`src/rtl/addsub_pipe_param.sv`:
```
// Pipelined add/sub/saturating-add primitive with thread tag, valid, stall, flush and
// an in-flight occupancy count. Latency is LAT edges when not stalled.
module addsub_pipe_param #(
  parameter int W      = 64,
  parameter int HTID_W = 7,
  parameter int LAT    = 5
) (
  input  logic                       ck,
  input  logic                       rst,
  input  logic [W-1:0]               i_a,
  input  logic [W-1:0]               i_b,
  input  logic [1:0]                 i_op,
  input  logic [HTID_W-1:0]          i_htId,
  input  logic                       i_vld,
  input  logic                       i_stall,
  input  logic                       i_flush,
  output logic [W-1:0]               o_res,
  output logic                       o_ovf,
  output logic [HTID_W-1:0]          o_htId,
  output logic                       o_vld,
  output logic [$clog2(LAT+1)-1:0]   o_cnt
);

  localparam int CNT_W = $clog2(LAT+1);

  logic [W:0]          add_full;
  logic [W:0]          sub_full;
  logic                sgn_ovf;
  logic                advance;
  logic [W-1:0]        res_d;
  logic                ovf_d;
  logic [CNT_W-1:0]    cnt_d;

  logic [LAT-1:0]      vld_q;
  logic [W-1:0]        res_q  [LAT];
  logic                ovf_q  [LAT];
  logic [HTID_W-1:0]   htid_q [LAT];
  logic [CNT_W-1:0]    cnt_q;

  // Stage-1 arithmetic and occupancy next-state
  always_comb begin
    add_full = {1'b0, i_a} + {1'b0, i_b};
    sub_full = {1'b0, i_a} - {1'b0, i_b};
    // Same-sign operands whose sum flips sign have left the signed range
    sgn_ovf  = (i_a[W-1] == i_b[W-1]) && (add_full[W-1] != i_a[W-1]);
    advance  = ~i_stall & ~i_flush;
    res_d    = add_full[W-1:0];
    ovf_d    = 1'b0;
    case (i_op)
      2'b00: begin
        res_d = add_full[W-1:0];
        ovf_d = add_full[W];
      end
      2'b01: begin
        res_d = sub_full[W-1:0];
        ovf_d = sub_full[W];
      end
      2'b10: begin
        if (add_full[W]) begin
          res_d = {W{1'b1}};
          ovf_d = 1'b1;
        end else begin
          res_d = add_full[W-1:0];
          ovf_d = 1'b0;
        end
      end
      2'b11: begin
        if (sgn_ovf) begin
          res_d = i_a[W-1] ? {1'b1, {(W-1){1'b0}}} : {1'b0, {(W-1){1'b1}}};
          ovf_d = 1'b1;
        end else begin
          res_d = add_full[W-1:0];
          ovf_d = 1'b0;
        end
      end
      default: begin
        res_d = add_full[W-1:0];
        ovf_d = add_full[W];
      end
    endcase

    if (i_flush) begin
      cnt_d = {CNT_W{1'b0}};
    end else if (advance) begin
      cnt_d = cnt_q + CNT_W'(i_vld) - CNT_W'(vld_q[LAT-1]);
    end else begin
      cnt_d = cnt_q;
    end
  end

  // Valid chain: cleared by flush, frozen by stall
  always_ff @(posedge ck or posedge rst) begin
    if (rst) begin
      vld_q <= {LAT{1'b0}};
    end else if (i_flush) begin
      vld_q <= {LAT{1'b0}};
    end else if (advance) begin
      vld_q[0] <= i_vld;
      for (int k = 1; k < LAT; k++) begin
        vld_q[k] <= vld_q[k-1];
      end
    end else begin
      vld_q <= vld_q;
    end
  end

  // Data chain shifts on every advance, independent of valid
  always_ff @(posedge ck or posedge rst) begin
    if (rst) begin
      for (int k = 0; k < LAT; k++) begin
        res_q[k]  <= {W{1'b0}};
        ovf_q[k]  <= 1'b0;
        htid_q[k] <= {HTID_W{1'b0}};
      end
    end else if (advance) begin
      res_q[0]  <= res_d;
      ovf_q[0]  <= ovf_d;
      htid_q[0] <= i_htId;
      for (int k = 1; k < LAT; k++) begin
        res_q[k]  <= res_q[k-1];
        ovf_q[k]  <= ovf_q[k-1];
        htid_q[k] <= htid_q[k-1];
      end
    end else begin
      for (int k = 0; k < LAT; k++) begin
        res_q[k]  <= res_q[k];
        ovf_q[k]  <= ovf_q[k];
        htid_q[k] <= htid_q[k];
      end
    end
  end

  // Occupancy counter
  always_ff @(posedge ck or posedge rst) begin
    if (rst) begin
      cnt_q <= {CNT_W{1'b0}};
    end else begin
      cnt_q <= cnt_d;
    end
  end

  // Valid is gated so a held result is never presented twice
  assign o_res  = res_q[LAT-1];
  assign o_ovf  = ovf_q[LAT-1];
  assign o_htId = htid_q[LAT-1];
  assign o_vld  = vld_q[LAT-1] & ~i_stall & ~i_flush;
  assign o_cnt  = cnt_q;

endmodule

```
`config.mk`:
```
export PLATFORM = sky130hd
export DESIGN_NAME = addsub_pipe_param
export DESIGN_NICKNAME = d
export VERILOG_FILES = /design/src/rtl/addsub_pipe_param.sv
export SDC_FILE = /design/constraint.sdc
export NUM_CORES = 1
export LEC_CHECK = 0
export CELL_PAD_IN_SITES_DETAIL_PLACEMENT = 1
export CELL_PAD_IN_SITES_GLOBAL_PLACEMENT = 2
export CORE_MARGIN = 2
export CORE_UTILIZATION = 35
export DETAILED_ROUTE_END_ITERATION = 10
export PLACE_DENSITY_LB_ADDON = 0.2
export SLEW_MARGIN = 20
export SYNTH_ARGS = -nofsm -noshare
export SYNTH_HDL_FRONTEND = slang
export SYNTH_SLANG_ARGS = --single-unit
```
`constraint.sdc`:
```
create_clock -name ck -period 12.4 [get_ports ck]
set_input_delay 1.24 -clock ck [delete_from_list [all_inputs] [get_ports ck]]
set_output_delay 1.24 -clock ck [all_outputs]
set_load 0.05 [all_outputs]
```
# Word-level counts from Yosys, hierarchy flattened
# Index checks and enable logic that the tools add are counted.
# word_totals
input_bits,142
wordCells,45
regBits,368
output_inout_bits,76
# classes
muxes,11
n_eq_ne,5
addsub,4
reduce_logical,3
n_bitwise,5
# op_table
op,n
64-bit one-hot mux with 4 select lines,1
64-bit two-way mux,3
64-bit by 64-bit adder with 65-bit output,1
64-bit by 64-bit subtractor with 65-bit output,1
5-bit two-way mux,2
3-bit two-way mux,2
2-bit == test (second input constant),2
1-bit one-hot mux with 4 select lines,1
3-bit by 1-bit adder with 3-bit output,1
1-bit bitwise AND,3
3-bit by 1-bit subtractor with 3-bit output,1
2-bit by 1-bit == test with 1-bit output (second input constant),1
2-bit logical NOT,1
1-bit two-way mux,2
1-bit NOT,2
2-bit nonzero test,1
1-bit == test,1
1-bit logical AND,1
1-bit != test,1

# Longest topological paths before layout
# Gate-level depths: netlist of the first run.
# logic_depth
ltp_word,5
mapped_depth,17
depth_no_buf,15

# Worst setup path after synthesis of the first run
# OpenSTA, ideal clock, no wires.
# synth_path
path_type,input to register
startpoint,input i_b[18]
endpoint,register res_q[313] (netlist bit)
required_time_ps,12299
slack_ps,7780
setup_time_ps,101
cell_stages,16
path_buffers,3
arrival_ps,4519
path_cell_list,inv_1 > ha_1 > buf_6 > nor4_4 > nand2_2 > nor4b_4 > a2111oi_1 > o221a_2 > or4_4 > buf_6 > a2111oi_4 > or2_1 > buf_6 > a21oi_4 > o2111a_1 > nor4_1
# synth_between
elab_chain_cells,5
word_cells_on_any_way,7
classes_between,add/sub: 2; eq/ne: 1; mux: 3; reduce/logical: 1
# synth_lines
item,line_no,source
"start, declared",11,"input logic [W-1:0] i_b,"
64-bit by 64-bit adder with 65-bit output,42,"add_full = {1'b0, i_a} + {1'b0, i_b};"
1-bit != test,45,sgn_ovf = (i_a[W-1] == i_b[W-1]) && (add_full[W-1] != i_a[W-1]);
1-bit logical AND,45,
64-bit two-way mux,68,if (sgn_ovf) begin
64-bit one-hot mux with 4 select lines *,49,case (i_op)
"end signal, assigned by index",111,res_q[k] <= {W{1'b0}};
"end signal, assigned by index",120,res_q[k] <= res_q[k-1];
"end signal, assigned by index",126,res_q[k] <= res_q[k];
"end, declared",35,logic [W-1:0] res_q [LAT];
# Mark *: on every way between the ends. The rest lies on a longest branch, timed or not.
# A chain may end at the register's enable or synchronous reset.

# Final worst setup path of the first run
# layout_path
startpoint,input i_b[22]
endpoint,register res_q[313] (netlist bit)
# The elaborated chain is that of the path after synthesis.

==> flow_summary.ini, run 1 <==
[run_status]
outcome = finished clean

[critical_path]
arrival_ps = 6660
worst-path-max-fanout = 18
cp-start-kind = primary input
critPathCaptureType = flop
crit_type = in -> reg
worstPathRequired_ps = 12820

[synthesis]
synth_commonest_cells = nand2_1, dfrtp_1, nor2_1
synthArstFlopShare_pct = 100
synthDistinctLibCells = 85
synth_most_common_cell = nand2_1
synth-edff-count = 0
synth.avg_cell_area_sq_um = 7.80
yosys_warnings = 0
ys_ff_latch = 368
synth_seq_area_share_pct = 39.3
yosys.area.top_type_share_pct = 39.3
ys_top_cells_by_area = dfrtp_1, nand2_1, ha_1
synth_ff_type = dfrtp_1
netlist_area_sq_mm = 0.0234
syn_inst = 3006
synth_nets = 3281
yosys.area.top_type = dfrtp_1

[finish]
regArea_sq_mm = 0.00921
nFillCells = 7850
drive_gt1_share_pct = 4.00
num-nets-final = 3322
multi_input_area_sq_mm = 0.0125
area_delta_synth_final_pct = 15.6
diodes = 0
final_cells = 3940

[timing]
slew_viol_final = 0
fmax_ghz = 0.160
setup-tns-final_ps = 0
finClkSkew_ps = 18.4
period_share_pct = 50.3
grt_setup_unrepaired = false
period_minus_slack_ps = 6240
slew_headroom_pct = 19.9
worst_pin_slew_ps = 1190
whs_ps = 462
setup_viol = 0
hold_violations = 0

[detailed_routing]
wirelength_um = 82100
via_per_inst = 5.33
drt_pass1_iterations = 5
wire_per_inst_um = 20.8
ant_nets = 0
vias = 21000
drc = 0
drt_iter0_markers = 1312

[clocking]
path_clk_slew_ps = 60
clock_path_buffers = 3
cts_root_buf = clkbuf_16
cts_buffers = 40
cts_tree = yes
cts_setup_buffers = 0
cts_hold_buf = 0
post_cts_resized = 0
ctsHtreeMaxLevel = 2
cts_sinks = 368
insertion_delay_ps = 560

[place]
io_buffers = 217
dp_hpwl_um = 61000
dp.cells = 3867
globalplace.congestion = 0.921

[floorplanning]
initial_core_util_pct = 35.5
coreArea_sq_mm = 0.0660
fp.dieArea_sq_mm = 0.0691
row_count = 94
dieHeight_um = 263
die_w_um = 263
io_pins = 218

[worst_hold_path]
hold_class = reg -> reg

[power_and_ir_drop]
p_clk_share_pct = 30.2
max-vdd-ir-drop_mv = 0.0883
net-switching-power_w = 0.00147
p_int_w = 0.00260
p_leak_nw = 13.0
swShare_pct = 36.1
pwr-share-seq_pct = 39.3
pwr_density_cell_mw_per_mm2 = 150
power_frac_comb_pct = 30.4

[grt]
grt_max_degree = 192
antenna_found_initial = 1
grt_pass1_wl_um = 130000
first_global_vias = 22000
track_usage_pct = 23.5
overflow = 0

[job]
timing.max_cap.violations = 0
-- cells by family after synthesis --
kind of cell | synth area share [%]
XOR/XNOR | 3.62
buffers and inverters | 7.29
AO/OA/AOI/OAI | 17.6
multiplexers | 0.470
adder cells (fa/ha/maj) | 7.20
AND/OR/NAND/NOR | 24.5
flip-flops | 39.3
-- layer usage --
layer | up-vias | GRT usage (%) | routed length, um
met4 | 2 | 6.17 | 1990
met3 | 118 | 2.90 | 3500
li1 | 10000 | - | -
met2 | 437 | 37.8 | 37300
met5 | - | 0 | 13
met1 | 10400 | 33.2 | 39400
-- stage by stage --
step	total power [W]	instance area (sq um)	worst slack (ps)	utilization, %
3_5_place_dp	0.00285	25700	5600	38.9
5_1_grt	0.00430	27100	5920	41.1
2_1_floorplan	0.00247	23400	943	-
3_3_place_gp	0.00282	25700	5660	38.9
6_report	0.00406	27100	6160	41.1
4_1_cts	0.00411	27000	6150	41.0
-- registers in the layout, indices dropped and copies added, names as in the netlist --
signal  flops
o_res      64
htid_q     28
o_cnt       3
ovf_q       4
vld_q       5
res_q     256
o_htId      7
o_ovf       1
-- layout by cell type (no fill, tap or decap), drive strengths merged, types with 18 or more instances in the layout --
| cell type | instances |
|---|---|
| nand2 | 988 |
| dfrtp | 368 |
| clkdlybuf4s50 | 217 |
| nor2 | 198 |
| a21oi | 184 |
| inv | 136 |
| ha | 130 |
| o21ai | 122 |
| xnor2 | 78 |
| clkbuf | 56 |
| o21bai | 37 |
| a21o | 33 |
| nor3 | 32 |
| o31ai | 31 |
| nand3 | 31 |
| a31oi | 29 |
| a221oi | 26 |
| nor2b | 25 |
| nor4 | 23 |
| buf | 22 |
| o22ai | 21 |
| xor2 | 19 |
| nand4 | 18 |
| a211oi | 18 |
| nand2b | 18 |
-- power by group through the flow --
stage	logic, W	registers (W)	clock network (W)
after CTS	0.00124	0.00160	0.00127
after floorplan	0.000895	0.00157	0
after detailed placement	0.00123	0.00162	0
after global routing	0.00136	0.00163	0.00132
final	0.00124	0.00160	0.00123
after global placement	0.00121	0.00161	0
-- worst paths after layout --
| path | cells after the start | start | slack, ps | to |
|---|---|---|---|---|
| setup / recovery | 14 | i_b[22] | 6160 | res_q[313]$_DFFE_PP0P_ |
| setup reg to reg | 8 | o_cnt[0]$_DFFE_PP0P_ | 10380 | o_cnt[2]$_DFFE_PP0P_ |
| hold / removal | 2 | res_q[291]$_DFFE_PP0P_ | 460 | res_q[227]$_DFFE_PP0P_ |
| max in group asynchronous | 4 | rst | 9120 | res_q[309]$_DFFE_PP0P_ |
| hold reg to reg | 2 | res_q[291]$_DFFE_PP0P_ | 460 | res_q[227]$_DFFE_PP0P_ |
| min in group asynchronous | 2 | rst | 1200 | o_res[5]$_DFFE_PP0P_ |
-- cell type report --
class,count,share of cell area [%]
Clock inverter,15,0.660
Sequential cell,368,34.0
Multi-Input combinational cell,2263,46.3
Clock buffer,56,4.32
Tap cell,864,3.99
Inverter,135,1.90
Timing Repair Buffer,239,8.82
-- worst max-delay path, stage by stage --
cell	delay [ps]
clkdlybuf4s50_1	480
inv_1	40
ha_1	490
nor4_4	380
nand2_2	140
nor4b_4	300
a2111oi_1	140
o221a_2	390
or4_4	610
nand3_1	560
nand2_1	800
nand2_1	650
a21oi_1	80
nor4_1	330
Note: power is estimated with default switching activity, not from simulation.
==> inputs of run 2 (changes only) <==
--- a/config.mk
+++ b/config.mk
@@ -8,7 +8,7 @@
 export CELL_PAD_IN_SITES_DETAIL_PLACEMENT = 1
 export CELL_PAD_IN_SITES_GLOBAL_PLACEMENT = 2
 export CORE_MARGIN = 2
-export CORE_UTILIZATION = 35
+export CORE_UTILIZATION = 31
 export DETAILED_ROUTE_END_ITERATION = 10
 export PLACE_DENSITY_LB_ADDON = 0.2
 export SLEW_MARGIN = 20
==> constraint.sdc (replaced) <==
create_clock -name ck -period 5.1 [get_ports ck]
set_input_delay 0.51 -clock ck [delete_from_list [all_inputs] [get_ports ck]]
set_output_delay 0.51 -clock ck [all_outputs]
set_load 0.05 [all_outputs]
==> run 2 against run 1 <==
Register-to-register slack lost 7400 ps; via count grew 2.3%; routed wire length grew 4.1%; power grew 150%; count of clock-buffer cells in the layout grew 1; die area grew 13%; critical path depth grew 1; global-route usage shrank 1.6 points; combinational power grew to 2.5 times the previous value; worst hold slack lost 50 ps; utilization shrank 3.5 points; sequential share of layout area shrank 1.1 points; critical endpoint is now res_q[283]$_DFFE_PP0P_.
==> flow_summary.ini, run 2 (synthesis results as in run 1) <==
[power_and_ir_drop]
max-vdd-ir-drop_mv = 0.193
p_leak_nw = 13.5
pwr_density_cell_mw_per_mm2 = 357

[place]
dp_hpwl_um = 65100
dp.cells = 4079
globalplace.congestion = 0.919
place_area_sq_mm = 0.0267
io_buffers = 217

[clocking]
cts_sinks = 368
insertion_delay_ps = 560
path_clk_slew_ps = 60
post_cts_resized = 0
ctsHtreeMaxLevel = 2
cts_buffers = 40
cts_root_buf = clkbuf_16
cts_tree = yes
cts_hold_buf = 0
cts_setup_buffers = 0
clock_path_buffers = 3

[floorplanning]
dieHeight_um = 279
coreArea_sq_mm = 0.0747
fp.dieArea_sq_mm = 0.0778
initial_core_util_pct = 31.4
row_count = 100
die_w_um = 279
io_pins = 218

[grt]
first_global_vias = 22600
grt_max_degree = 193
antenna_found_initial = 6
grt_pass1_wl_um = 134000
track_usage_pct = 21.8
overflow = 0

[timing]
finClkSkew_ps = 12.1
fmax_ghz = 0.219
grt_setup_unrepaired = false
worst_pin_slew_ps = 994
hold_violations = 0
slew_headroom_pct = 33.6
period_share_pct = 89.5
period_minus_slack_ps = 4560
setup_viol = 0
setup-tns-final_ps = 0
slew_viol_final = 0

[detailed_routing]
ant_nets = 0
drt_iter0_markers = 1299
drc = 0
drt_pass1_iterations = 5
wire_per_inst_um = 20.6
via_per_inst = 5.18
vias = 21500
wirelength_um = 85500

[run_status]
outcome = finished clean

[finish]
final_cells = 4152
multi_input_area_sq_mm = 0.0125
area_delta_synth_final_pct = 19.6
post-route-cell-area_sq_mm = 0.0280
mostFrequentLayoutCell = nand2_1
largest_reg_flops = 256
drive_gt1_share_pct = 7.10
fin_util_pct = 37.5
most-common-layout-cells = nand2_1, dfrtp_1, clkdlybuf4s50_1, nor2_1, a21oi_1
nFillCells = 8888
num-nets-final = 3427
regMostFlops = res_q
regArea_sq_mm = 0.00921

[critical_path]
critPathCaptureType = flop
cp-start-kind = primary input
arrival_ps = 5010
worst-path-max-fanout = 11
crit_type = in -> reg
r2r_slack_ps = 3030
worstPathRequired_ps = 5550

[job]
timing.max_cap.violations = 0

[worst_hold_path]
hold_class = in -> async
==> run 2: cell types whose count changed in the layout (fill, tap and decap cells not counted), sizes merged <==
cell,before,now
buf,22,127
diode,0,1
inv,136,134
clkbuf,56,57
clkinv,10,12
==> run 2: path summary, 6_finish.rpt <==
path                       cells after the start              startpoint                endpoint
max in group asynchronous                      3                     rst   o_res[34]$_DFFE_PP0P_
hold reg to reg                                2  htid_q[15]$_DFFE_PP0P_   htid_q[8]$_DFFE_PP0P_
hold / removal                                 2                     rst   o_htId[0]$_DFFE_PP0P_
setup / recovery                              15                 i_b[42]  res_q[283]$_DFFE_PP0P_
setup reg to reg                               8    o_cnt[0]$_DFFE_PP0P_    o_cnt[2]$_DFFE_PP0P_
min in group ck                                2  htid_q[15]$_DFFE_PP0P_   htid_q[8]$_DFFE_PP0P_
==> run 2: cell type report <==
class / count / share of cell area, %
Multi-Input combinational cell: 2263 / 44.8
Sequential cell: 368 / 32.9
Timing Repair Buffer: 344 / 11.5
Tap cell: 969 / 4.33
Clock buffer: 57 / 4.16
Inverter: 135 / 1.82
Clock inverter: 15 / 0.603
Antenna cell: 1 / 0.00893
==> run 2: where the power goes <==
| part | leakage (nW) | total [W] | switching (W) | internal (W) |
|---|---|---|---|---|
| logic | 8.21 | 0.00310 | 0.00198 | 0.00113 |
| registers | 4.61 | 0.00393 | 0.000407 | 0.00352 |
| clock network | 0.666 | 0.00298 | 0.00124 | 0.00175 |
| total | 13.5 | 0.0100 | 0.00362 | 0.00639 |
==> run 2: per-stage QoR <==
stage	worst slack, ps	total power, W	hold WS [ps]
6_report	537	0.0100	413
5_1_grt	209	0.0106	440
4_1_cts	602	0.0101	394
3_5_place_dp	19.9	0.00709	453
3_3_place_gp	100	0.00704	447
2_1_floorplan	-348	0.00600	433
==> run 2: per-layer routing <==
| metal | track usage (%) | wire, um |
|---|---|---|
| met4 | 6.59 | 2410 |
| met1 | 30.7 | 40600 |
| met5 | 0 | 38 |
| met3 | 2.38 | 3530 |
| met2 | 35.2 | 38900 |
==> run 2: worst max-delay path, stage by stage <==
cell and delay, ps:
clkdlybuf4s50_1 480, inv_1 50, ha_1 510, inv_1 200, a21oi_1 260, o31ai_1 170, nor4b_1 560, o2111ai_1 240
nand3_1 330, a2111oi_4 160, nor2_2 460, o21ai_0 190, a221oi_1 620, buf_4 220, nor2_1 40
